==> config.mk <==
export PLATFORM = sky130hd
export DESIGN_NAME = grid_seq
export DESIGN_NICKNAME = d
export VERILOG_FILES = /design/src/rtl/grid_seq_pkg.sv /design/src/rtl/grid_seq_dwell_timer.sv /design/src/rtl/grid_seq.sv
export SDC_FILE = /design/constraint.sdc
export NUM_CORES = 1
export LEC_CHECK = 0
export ABC_CLOCK_PERIOD_IN_PS = 2650
export BUFFER_PORTS_ARGS = -buffer_cell sky130_fd_sc_hd__buf_2
export CELL_PAD_IN_SITES_DETAIL_PLACEMENT = 1
export CELL_PAD_IN_SITES_GLOBAL_PLACEMENT = 1
export CORE_MARGIN = 2
export CORE_UTILIZATION = 30
export CTS_CLUSTER_DIAMETER = 60
export DETAILED_ROUTE_END_ITERATION = 8
export PLACE_DENSITY_LB_ADDON = 0.1
export SETUP_SLACK_MARGIN = 0.5
export SYNTH_ARGS = -nofsm -noshare
export SYNTH_HDL_FRONTEND = slang
export SYNTH_SLANG_ARGS = --single-unit
export TNS_END_PERCENT = 100
==> constraint.sdc <==
create_clock -name clk -period 2.65 [get_ports clk]
set_input_delay 0.53 -clock clk [delete_from_list [all_inputs] [get_ports clk]]
set_output_delay 0.53 -clock clk [all_outputs]
set_load 0.03 [all_outputs]
==> src/rtl/grid_seq_pkg.sv <==
// Shared definitions for the trap-grid sequencer: FSM state encoding and
// the phase-select codes used to pick which dwell is loaded into the timer.
package grid_seq_pkg;

  typedef enum logic [2:0] {
    S_IDLE   = 3'd0,
    S_PRIME  = 3'd1,
    S_SPREAD = 3'd2,
    S_ADV    = 3'd3,
    S_FLUSH  = 3'd4,
    S_DONE   = 3'd5,
    S_ABORT  = 3'd6
  } state_t;

  typedef logic [1:0] phase_t;

  localparam phase_t PH_PRIME  = 2'd0;
  localparam phase_t PH_SPREAD = 2'd1;
  localparam phase_t PH_ADV    = 2'd2;
  localparam phase_t PH_FLUSH  = 2'd3;

endpackage

==> src/rtl/grid_seq_dwell_timer.sv <==
// Loadable down-counter shared by every phase of the sequencer.
// A load of 0 is clamped to 1 so every phase lasts at least one cycle.
// expired is high during the last cycle of the loaded dwell only.
module dwell_timer #(
  parameter int CNT_W = 16
) (
  input  logic             clk,
  input  logic             rst,
  input  logic             load,
  input  logic [CNT_W-1:0] load_val,
  output logic             expired
);

  logic [CNT_W-1:0] cnt;

  // Count register: load wins over counting; stops at zero after expiry.
  always_ff @(posedge clk) begin
    if (rst) begin
      cnt <= '0;
    end else if (load) begin
      cnt <= (load_val == '0) ? CNT_W'(1) : load_val;
    end else if (cnt != '0) begin
      cnt <= cnt - 1'b1;
    end
  end

  assign expired = (cnt == CNT_W'(1));

endmodule

==> src/rtl/grid_seq.sv <==
// Trap-grid valve sequencer. Routes one of N_IN fluid inputs through a
// binary valve mux, then primes, spreads and advances fluid through
// N_STAGE cascaded trap stages (one stage at a time or all at once),
// and finally flushes. One dwell timer is reused for every phase.
//
// Handshake: start is a level request honoured only in IDLE (and only when
// abort is low); busy is high for the whole run; done or aborted is a
// single-cycle pulse that ends it. No backpressure exists.
module grid_seq
  import grid_seq_pkg::*;
#(
  parameter int N_IN    = 8,
  parameter int N_STAGE = 8,
  parameter int CNT_W   = 16,
  localparam int SW     = $clog2(N_IN),
  localparam int STW    = $clog2(N_STAGE)
) (
  input  logic                 clk,
  input  logic                 rst,
  input  logic                 start,
  input  logic                 abort,
  input  logic                 mode,
  input  logic [SW-1:0]        in_sel,
  input  logic [CNT_W-1:0]     t_prime,
  input  logic [CNT_W-1:0]     t_spread,
  input  logic [CNT_W-1:0]     t_adv,
  input  logic [CNT_W-1:0]     t_flush,
  output logic [2*SW-1:0]      mux_ctl,
  output logic [N_STAGE-1:0]   lat_ctl,
  output logic [N_STAGE-1:0]   fwd_ctl,
  output logic [STW-1:0]       stage,
  output logic                 busy,
  output logic                 done,
  output logic                 aborted,
  output state_t               dbg_state
);

  localparam logic [STW-1:0] LAST_STAGE = STW'(N_STAGE - 1);

  state_t           state_q, state_d;
  logic [STW-1:0]   stage_q, stage_d;
  logic             accept;
  logic             tmr_load;
  phase_t           load_ph;
  logic [CNT_W-1:0] tmr_val;
  logic             tmr_exp;

  // Run parameters captured at start. The prime dwell goes straight into
  // the timer on the accepting edge, so it needs no holding register.
  logic             mode_q;
  logic [SW-1:0]    sel_q;
  logic [CNT_W-1:0] ts_q, ta_q, tf_q;
  logic [2*SW-1:0]  mux_sel;

  dwell_timer #(.CNT_W(CNT_W)) u_timer (
    .clk      (clk),
    .rst      (rst),
    .load     (tmr_load),
    .load_val (tmr_val),
    .expired  (tmr_exp)
  );

  // State and stage registers.
  always_ff @(posedge clk) begin
    if (rst) begin
      state_q <= S_IDLE;
      stage_q <= '0;
    end else begin
      state_q <= state_d;
      stage_q <= stage_d;
    end
  end

  // Latch run parameters when a start is accepted; frozen for the whole run.
  always_ff @(posedge clk) begin
    if (rst) begin
      mode_q <= 1'b0;
      sel_q  <= '0;
      ts_q   <= '0;
      ta_q   <= '0;
      tf_q   <= '0;
    end else if (accept) begin
      mode_q <= mode;
      sel_q  <= in_sel;
      ts_q   <= t_spread;
      ta_q   <= t_adv;
      tf_q   <= t_flush;
    end
  end

  // Next-state logic; abort outranks phase expiry in every busy state.
  always_comb begin
    state_d  = state_q;
    stage_d  = stage_q;
    accept   = 1'b0;
    tmr_load = 1'b0;
    load_ph  = PH_PRIME;
    case (state_q)
      S_IDLE: begin
        stage_d = '0;
        if (start && !abort) begin
          accept   = 1'b1;
          tmr_load = 1'b1;
          load_ph  = PH_PRIME;
          state_d  = S_PRIME;
        end
      end
      S_PRIME: begin
        if (abort) begin
          state_d = S_ABORT;
          stage_d = '0;
        end else if (tmr_exp) begin
          state_d  = S_SPREAD;
          tmr_load = 1'b1;
          load_ph  = PH_SPREAD;
        end
      end
      S_SPREAD: begin
        if (abort) begin
          state_d = S_ABORT;
          stage_d = '0;
        end else if (tmr_exp) begin
          state_d  = S_ADV;
          tmr_load = 1'b1;
          load_ph  = PH_ADV;
        end
      end
      S_ADV: begin
        if (abort) begin
          state_d = S_ABORT;
          stage_d = '0;
        end else if (tmr_exp) begin
          tmr_load = 1'b1;
          if (!mode_q && (stage_q != LAST_STAGE)) begin
            state_d = S_SPREAD;
            stage_d = stage_q + 1'b1;
            load_ph = PH_SPREAD;
          end else begin
            state_d = S_FLUSH;
            stage_d = '0;
            load_ph = PH_FLUSH;
          end
        end
      end
      S_FLUSH: begin
        if (abort) begin
          state_d = S_ABORT;
          stage_d = '0;
        end else if (tmr_exp) begin
          state_d = S_DONE;
        end
      end
      S_DONE:  state_d = S_IDLE;
      S_ABORT: state_d = S_IDLE;
      default: begin
        state_d = S_IDLE;
        stage_d = '0;
      end
    endcase
  end

  // Dwell selection for the timer; prime is only loaded from IDLE, where the
  // live input is the value being captured.
  always_comb begin
    case (load_ph)
      PH_PRIME:  tmr_val = t_prime;
      PH_SPREAD: tmr_val = ts_q;
      PH_ADV:    tmr_val = ta_q;
      default:   tmr_val = tf_q;
    endcase
  end

  // Mux valve pattern: each level opens exactly one of its two lines.
  always_comb begin
    mux_sel = '0;
    for (int k = 0; k < SW; k++) begin
      mux_sel[2*k]   = ~sel_q[k];
      mux_sel[2*k+1] = sel_q[k];
    end
  end

  // Valve and status outputs decoded from the current state.
  always_comb begin
    busy    = 1'b0;
    done    = 1'b0;
    aborted = 1'b0;
    lat_ctl = '0;
    fwd_ctl = '0;
    mux_ctl = '0;
    case (state_q)
      S_PRIME: begin
        busy    = 1'b1;
        mux_ctl = mux_sel;
      end
      S_SPREAD: begin
        busy    = 1'b1;
        mux_ctl = mux_sel;
        if (mode_q) lat_ctl = '1;
        else        lat_ctl[stage_q] = 1'b1;
      end
      S_ADV: begin
        busy    = 1'b1;
        mux_ctl = mux_sel;
        if (mode_q) fwd_ctl = '1;
        else        fwd_ctl[stage_q] = 1'b1;
      end
      S_FLUSH: begin
        busy    = 1'b1;
        mux_ctl = mux_sel;
        fwd_ctl = '1;
      end
      S_DONE:  done    = 1'b1;
      S_ABORT: aborted = 1'b1;
      default: ;
    endcase
  end

  assign stage     = stage_q;
  assign dbg_state = state_q;

endmodule

After elaboration in Yosys (flattened, before gate mapping). Cells that the tools add are included.

Bits in registers: 74. Output and inout bits: 31. Word-level logic and storage cells: 90.

Add/sub/neg operators: 2. Magnitude comparators: 2. Eq/ne operators: 16. Multiplexer cells: 42. Bitwise gates (word level): 4. Reductions and logical operators: 16.

Operators with widths (count): two-way mux 16 bit (3); case mux 16 bit (3 select lines) (1); two-way mux 3 bit (14); equality test 16 x 1 -> 1 bit, second input constant (1); zero test 16 bit (1); two-way mux 8 bit (2); case mux 8 bit (2 select lines) (1); nonzero test 16 bit (1); subtractor 16 x 1 -> 16 bit, second input constant (1); != test 3 bit, second input constant (5); case mux 3 bit (5 select lines) (1); two-way mux 1 bit (10); two-way mux 2 bit (5); equality test 3 bit, second input constant (3); case mux 3 bit (3 select lines) (1); equality test 3 x 2 -> 1 bit, second input constant (2); two-way mux 6 bit (1); case mux 2 bit (3 select lines) (1); OR reduction 3 bit (2); AND reduction 5 bit (1); < comparator 3 x 4 -> 1 bit, second input constant (1); NOT 1 bit (4); OR reduction 4 bit (1); adder 3 x 1 -> 3 bit, second input constant (1); 15 further kinds (18).

Depth between registers and ports, before layout.
Depth in word-level cells: 11. Depth in mapped cells: 12.

Hierarchy. Synthesis repeated with hierarchy kept, for this count alone.

Cell total of the unflattened synthesis: 511. Area, all modules: 3856.2 um^2.

By module, submodules not included: grid_seq (instances 1, cells an instance 390, area each 2844.0 um^2); dwell_timer (instances 1, cells an instance 121, area each 1012.2 um^2).

Least setup slack after synthesis. No wires, ideal clock.

Kind: register to register. Start: register stage_q[0] (netlist: stage[0]). End: register u_timer.cnt[0]. Setup time: 0.116 ns. Arrival time: 2.403 ns. Data required time: 2.534 ns. Setup slack: 0.131 ns. Cell stages (with the launch flop): 13. Path through: dfxtp_1 > ha_1 > ha_1 > or3b_1 > buf_6 > and2_1 > buf_2 > buf_2 > o2111ai_1 > o21ai_0 > nand4_1 > nor4_1 > a41o_1.

Word-level cells in the longest chain between the ends: 11.

RTL lines: start, declared (line grid_seq.sv:41) `logic [STW-1:0] stage_q, stage_d;`; start signal, assigned (line grid_seq.sv:70) `stage_q <= stage_d;`; != test 3 bit * (line grid_seq.sv:134) `if (!mode_q && (stage_q != LAST_STAGE)) begin`; logical AND 1 bit * (line grid_seq.sv:134); two-way mux 2 bit * (line grid_seq.sv:134); two-way mux 2 bit * (line grid_seq.sv:132) `end else if (tmr_exp) begin`; two-way mux 2 bit * (line grid_seq.sv:129) `if (abort) begin`; case mux 2 bit (3 select lines) * (line grid_seq.sv:98) `case (state_q)`; equality test 2 bit (tied with other cells) (line grid_seq.sv:165) `case (load_ph)`; case mux 16 bit (3 select lines) * (line grid_seq.sv:165); zero test 16 bit (line grid_seq_dwell_timer.sv:21) `cnt <= (load_val == '0) ? CNT_W'(1) : load_val;`; two-way mux 16 bit * (line grid_seq_dwell_timer.sv:21); two-way mux 16 bit * (line grid_seq_dwell_timer.sv:20) `end else if (load) begin`; end signal, assigned (line grid_seq_dwell_timer.sv:21); end signal, assigned (line grid_seq_dwell_timer.sv:23) `cnt <= cnt - 1'b1;`; end, declared (line grid_seq_dwell_timer.sv:14) `logic [CNT_W-1:0] cnt;`.

Every way passes the cells marked *; elsewhere a longest branch is shown, timed or not. A chain may end at the register's enable or synchronous reset.

Final worst setup path.
Start: register u_timer.cnt[2]. End: register u_timer.cnt[0].

Word-level cells in the longest chain between the ends: 9.

RTL lines: equality test 16 x 1 -> 1 bit (line grid_seq_dwell_timer.sv:27) `assign expired = (cnt == CNT_W'(1));`; two-way mux 2 bit (tied with other cells) (line grid_seq.sv:132); two-way mux 2 bit (tied with other cells) (line grid_seq.sv:129); case mux 2 bit (3 select lines) (line grid_seq.sv:98); equality test 2 bit (tied with other cells) (line grid_seq.sv:165); case mux 16 bit (3 select lines) (line grid_seq.sv:165); zero test 16 bit (line grid_seq_dwell_timer.sv:21); two-way mux 16 bit (line grid_seq_dwell_timer.sv:21); two-way mux 16 bit (line grid_seq_dwell_timer.sv:20).

Several ways; a longest one is shown, not always the timed one.

==> metrics.txt <==
GPL Wtd Cong=0.9359; total power draw=6.017 mW; post-synthesis cell type count=60; leading area contributor after synthesis=dfxtp_1; crit path launch type=flop; Data arrival, critical path=2.72 ns; sequential share of power=27.3%; share of cells above drive strength 1=between 40% and 50%; via count=4566; Initial Util=roughly 31%; Max Clk Rate=roughly 0.4 GHz; vias in the first global route=4603; total wire length=15850 um; pwr dens=1005 mW/mm^2; # fillers=1638; global route overflow=0; DRC Markers=0; initial drt markers=257; ys flop type=dfxtp_1; Post-Syn Area=0.004100 sq mm; combinational power share=between 50% and 60%; Final setup viols=0; top post-synthesis cells by area=dfxtp_1 36%, nand2_1 13%, a21oi_1 11%; unrepaired setup endpoints after global routing=true; die width=between 100 and 150 um; sw frac=43.43%; DP HPWL=about 12000 um; # nets final=between 700 and 800; synthesized area per cell=7.193 sq um; clock buffer depth=2; P_leak=approximately 2.4 nW; status=finished clean; register area share after synthesis=36.13%; routed vias/inst=5.195; total CTS buffers=9; ys async rst share=0%; n_diodes=0; crit path cell chain=nor4_1 > nand4_1 > nor2_4 > and3_4 > o211ai_2 > nor4_2 > a41o_1; Die Y=120.9 um; Yosys reg bits=74; Sum Neg Setup Slack=0 ns; global-route wire length before repair=24290 um; Net Sw Power=~2.6 mW; slowest cell on the critical path=nor4_1; Int Power=about 3.4 mW; Post-DRT Antenna Nets=0; critical path required time=2.94 ns; TritonRoute pass-1 iters=4; Layout Skew=roughly 0.0062 ns; reg-to-reg slack, setup=between 0.2 and 0.25 ns; CP max FO=7; Final Hold Fails=0; Syn-to-layout area delta=46.08%; crit path capture type=flop; Ports=~100; relative slew slack=between 60% and 70%; htree depth=3; Final Max Tran Viols=0; fin area=around 0.0060 sq mm; syn_nets=647; Peak VDD IR=0.4062 mV; cts hold-fix bufs=0; Skew-Pair Late Insertion Delay=roughly 0.34 ns; Clk pwr share=21.2%; Post-Synthesis Cells=570; DP Area=0.004985 sq mm; CTS tree=yes; CTS sink count=74; Reg clk slew, reported paths=0.06 ns; Worst-Margin Slew=0.5623 ns; Post-synth EDFFs=0; fin crit share=91.65%; Die ar.=0.01462 sq mm; Max-cap violations=0; CP Class=flop to flop; Clock Tree Root=clkbuf_16; IO Port Bufs=102; wire per inst=approximately 18 um; critical path's largest stage delay=around 0.45 ns; core area=0.01330 sq mm; GRT Util Overall=about a fifth; initial antenna violation count=0; Yosys top cell area share=36.13%; largest net degree at the start of global routing=53; fin crit period=2.429 ns; Std-Cell Rows=42; Worst Hold Class=input port to flop; YS warnings=0
[layout make-up]
cell class | instances | area (sq um) | share of cell area (%)
clock buffers | 10 | 239.0 | 3.990
flip-flops and latches | 74 | 1508 | 25.17
inverters | 9 | 36.28 | 0.6058
multi-input cells | 451 | 2899 | 48.40
clock inverters | 6 | 71.32 | 1.191
repair buffers | 153 | 1016 | 16.96
well taps | 176 | 220.2 | 3.677
[final timing paths]
check                                     from              to  depth (start not counted)
worst max-delay path            u_timer.cnt[2]  u_timer.cnt[0]                          7
worst min-delay path                       rst        sel_q[2]                          2
worst max register to register  u_timer.cnt[2]  u_timer.cnt[0]                          7
worst min register to register        ts_q[10]        ts_q[10]                          2
[per-layer routing]
layer	vias to the layer above	routed length, um	track usage (%)
met5	-	0	0
met4	0	233	5.015
met3	17	707	5.075
met2	80	7917	36.34
met1	2232	6995	27.34
li1	2237	-	-
[critical path, delay by kind of cell (launching register included)]
kind | cells | cell delay, ns
AO/OA/AOI/OAI | 2 | 0.30
flip-flops | 1 | 0.37
AND/OR/NAND/NOR | 5 | 1.70
[cell usage in the layout, fill, tap and decap left out, types with 8 or more instances in the layout]
master,count
nand2_1,131
a21oi_1,75
dfxtp_1,65
o21ai_2,17
buf_4,47
nor2_1,30
nand3_1,24
buf_2,91
buf_6,8
a21oi_2,19
clkbuf_16,10
[cell families (layout without fill, tap and decap cells)]
kind of cell | count (synthesis) | count (layout) | synth area share (%)
compound gates | 157 | 157 | 21.54
xor+xnor | 14 | 14 | 2.991
fa+ha+maj | 5 | 5 | 1.526
buf+inv | 46 | 178 | 4.974
flops | 74 | 74 | 36.13
mux | 4 | 4 | 1.007
simple gates | 270 | 271 | 31.83
[sequential cells by signal, summed over array words and instances (netlist names)]
signal,flops
ta_q,16
tf_q,16
ts_q,16
u_timer.cnt,16
dbg_state,3
sel_q,3
stage,3
mode_q,1
[power by group through the flow]
stage / combinational (mW) / clock [mW] / sequential [mW]
after floorplan: 1.75 / 0 / 1.57
after global placement: 2.48 / 0 / 1.62
after detailed placement: 2.52 / 0 / 1.62
after CTS: 2.75 / 1.31 / 1.62
after global routing: 3.38 / 1.36 / 1.68
final: 3.09 / 1.28 / 1.65
[synth_stat cells (3+ instances only)]
master      n
nand2_1   138
a21oi_1    94
dfxtp_1    74
nor2_1     38
nand3_1    29
clkbuf_1   27
o21ai_0    20
nor3_1     12
inv_1       9
o21ai_1     8
xor2_1      8
nor4_1      6
xnor2_1     6
a211oi_1    5
a21boi_0    5
a31oi_1     5
and2_1      5
and3_1      5
buf_2       5
ha_1        5
nand4_1     5
nand2b_1    4
mux2i_1     3
o211ai_1    3
or2_2       3
or3_1       3
[metrics by stage]
stage	hold slack (ns)	instances	setup WS, ns	utilization (%)
after floorplan	0.4313	570	0.3351	-
after global placement	0.4502	836	0.1094	37.49
after detailed placement	0.4497	836	0.01647	37.49
after CTS	0.3885	866	0.2470	41.81
after global routing	0.3996	879	0.1745	45.05
final	0.3985	879	0.2214	45.05
[repair_timing]
item                                    in CTS  in global routing
endpoints found under the setup margin      41                 39
gates cloned                                 1                  1
hold endpoints to repair                     0                  0
resized for setup                           49                 81
pin swaps                                   10                 23
buffers inserted                            13                 12
Power figures use the tool's default switching activity.
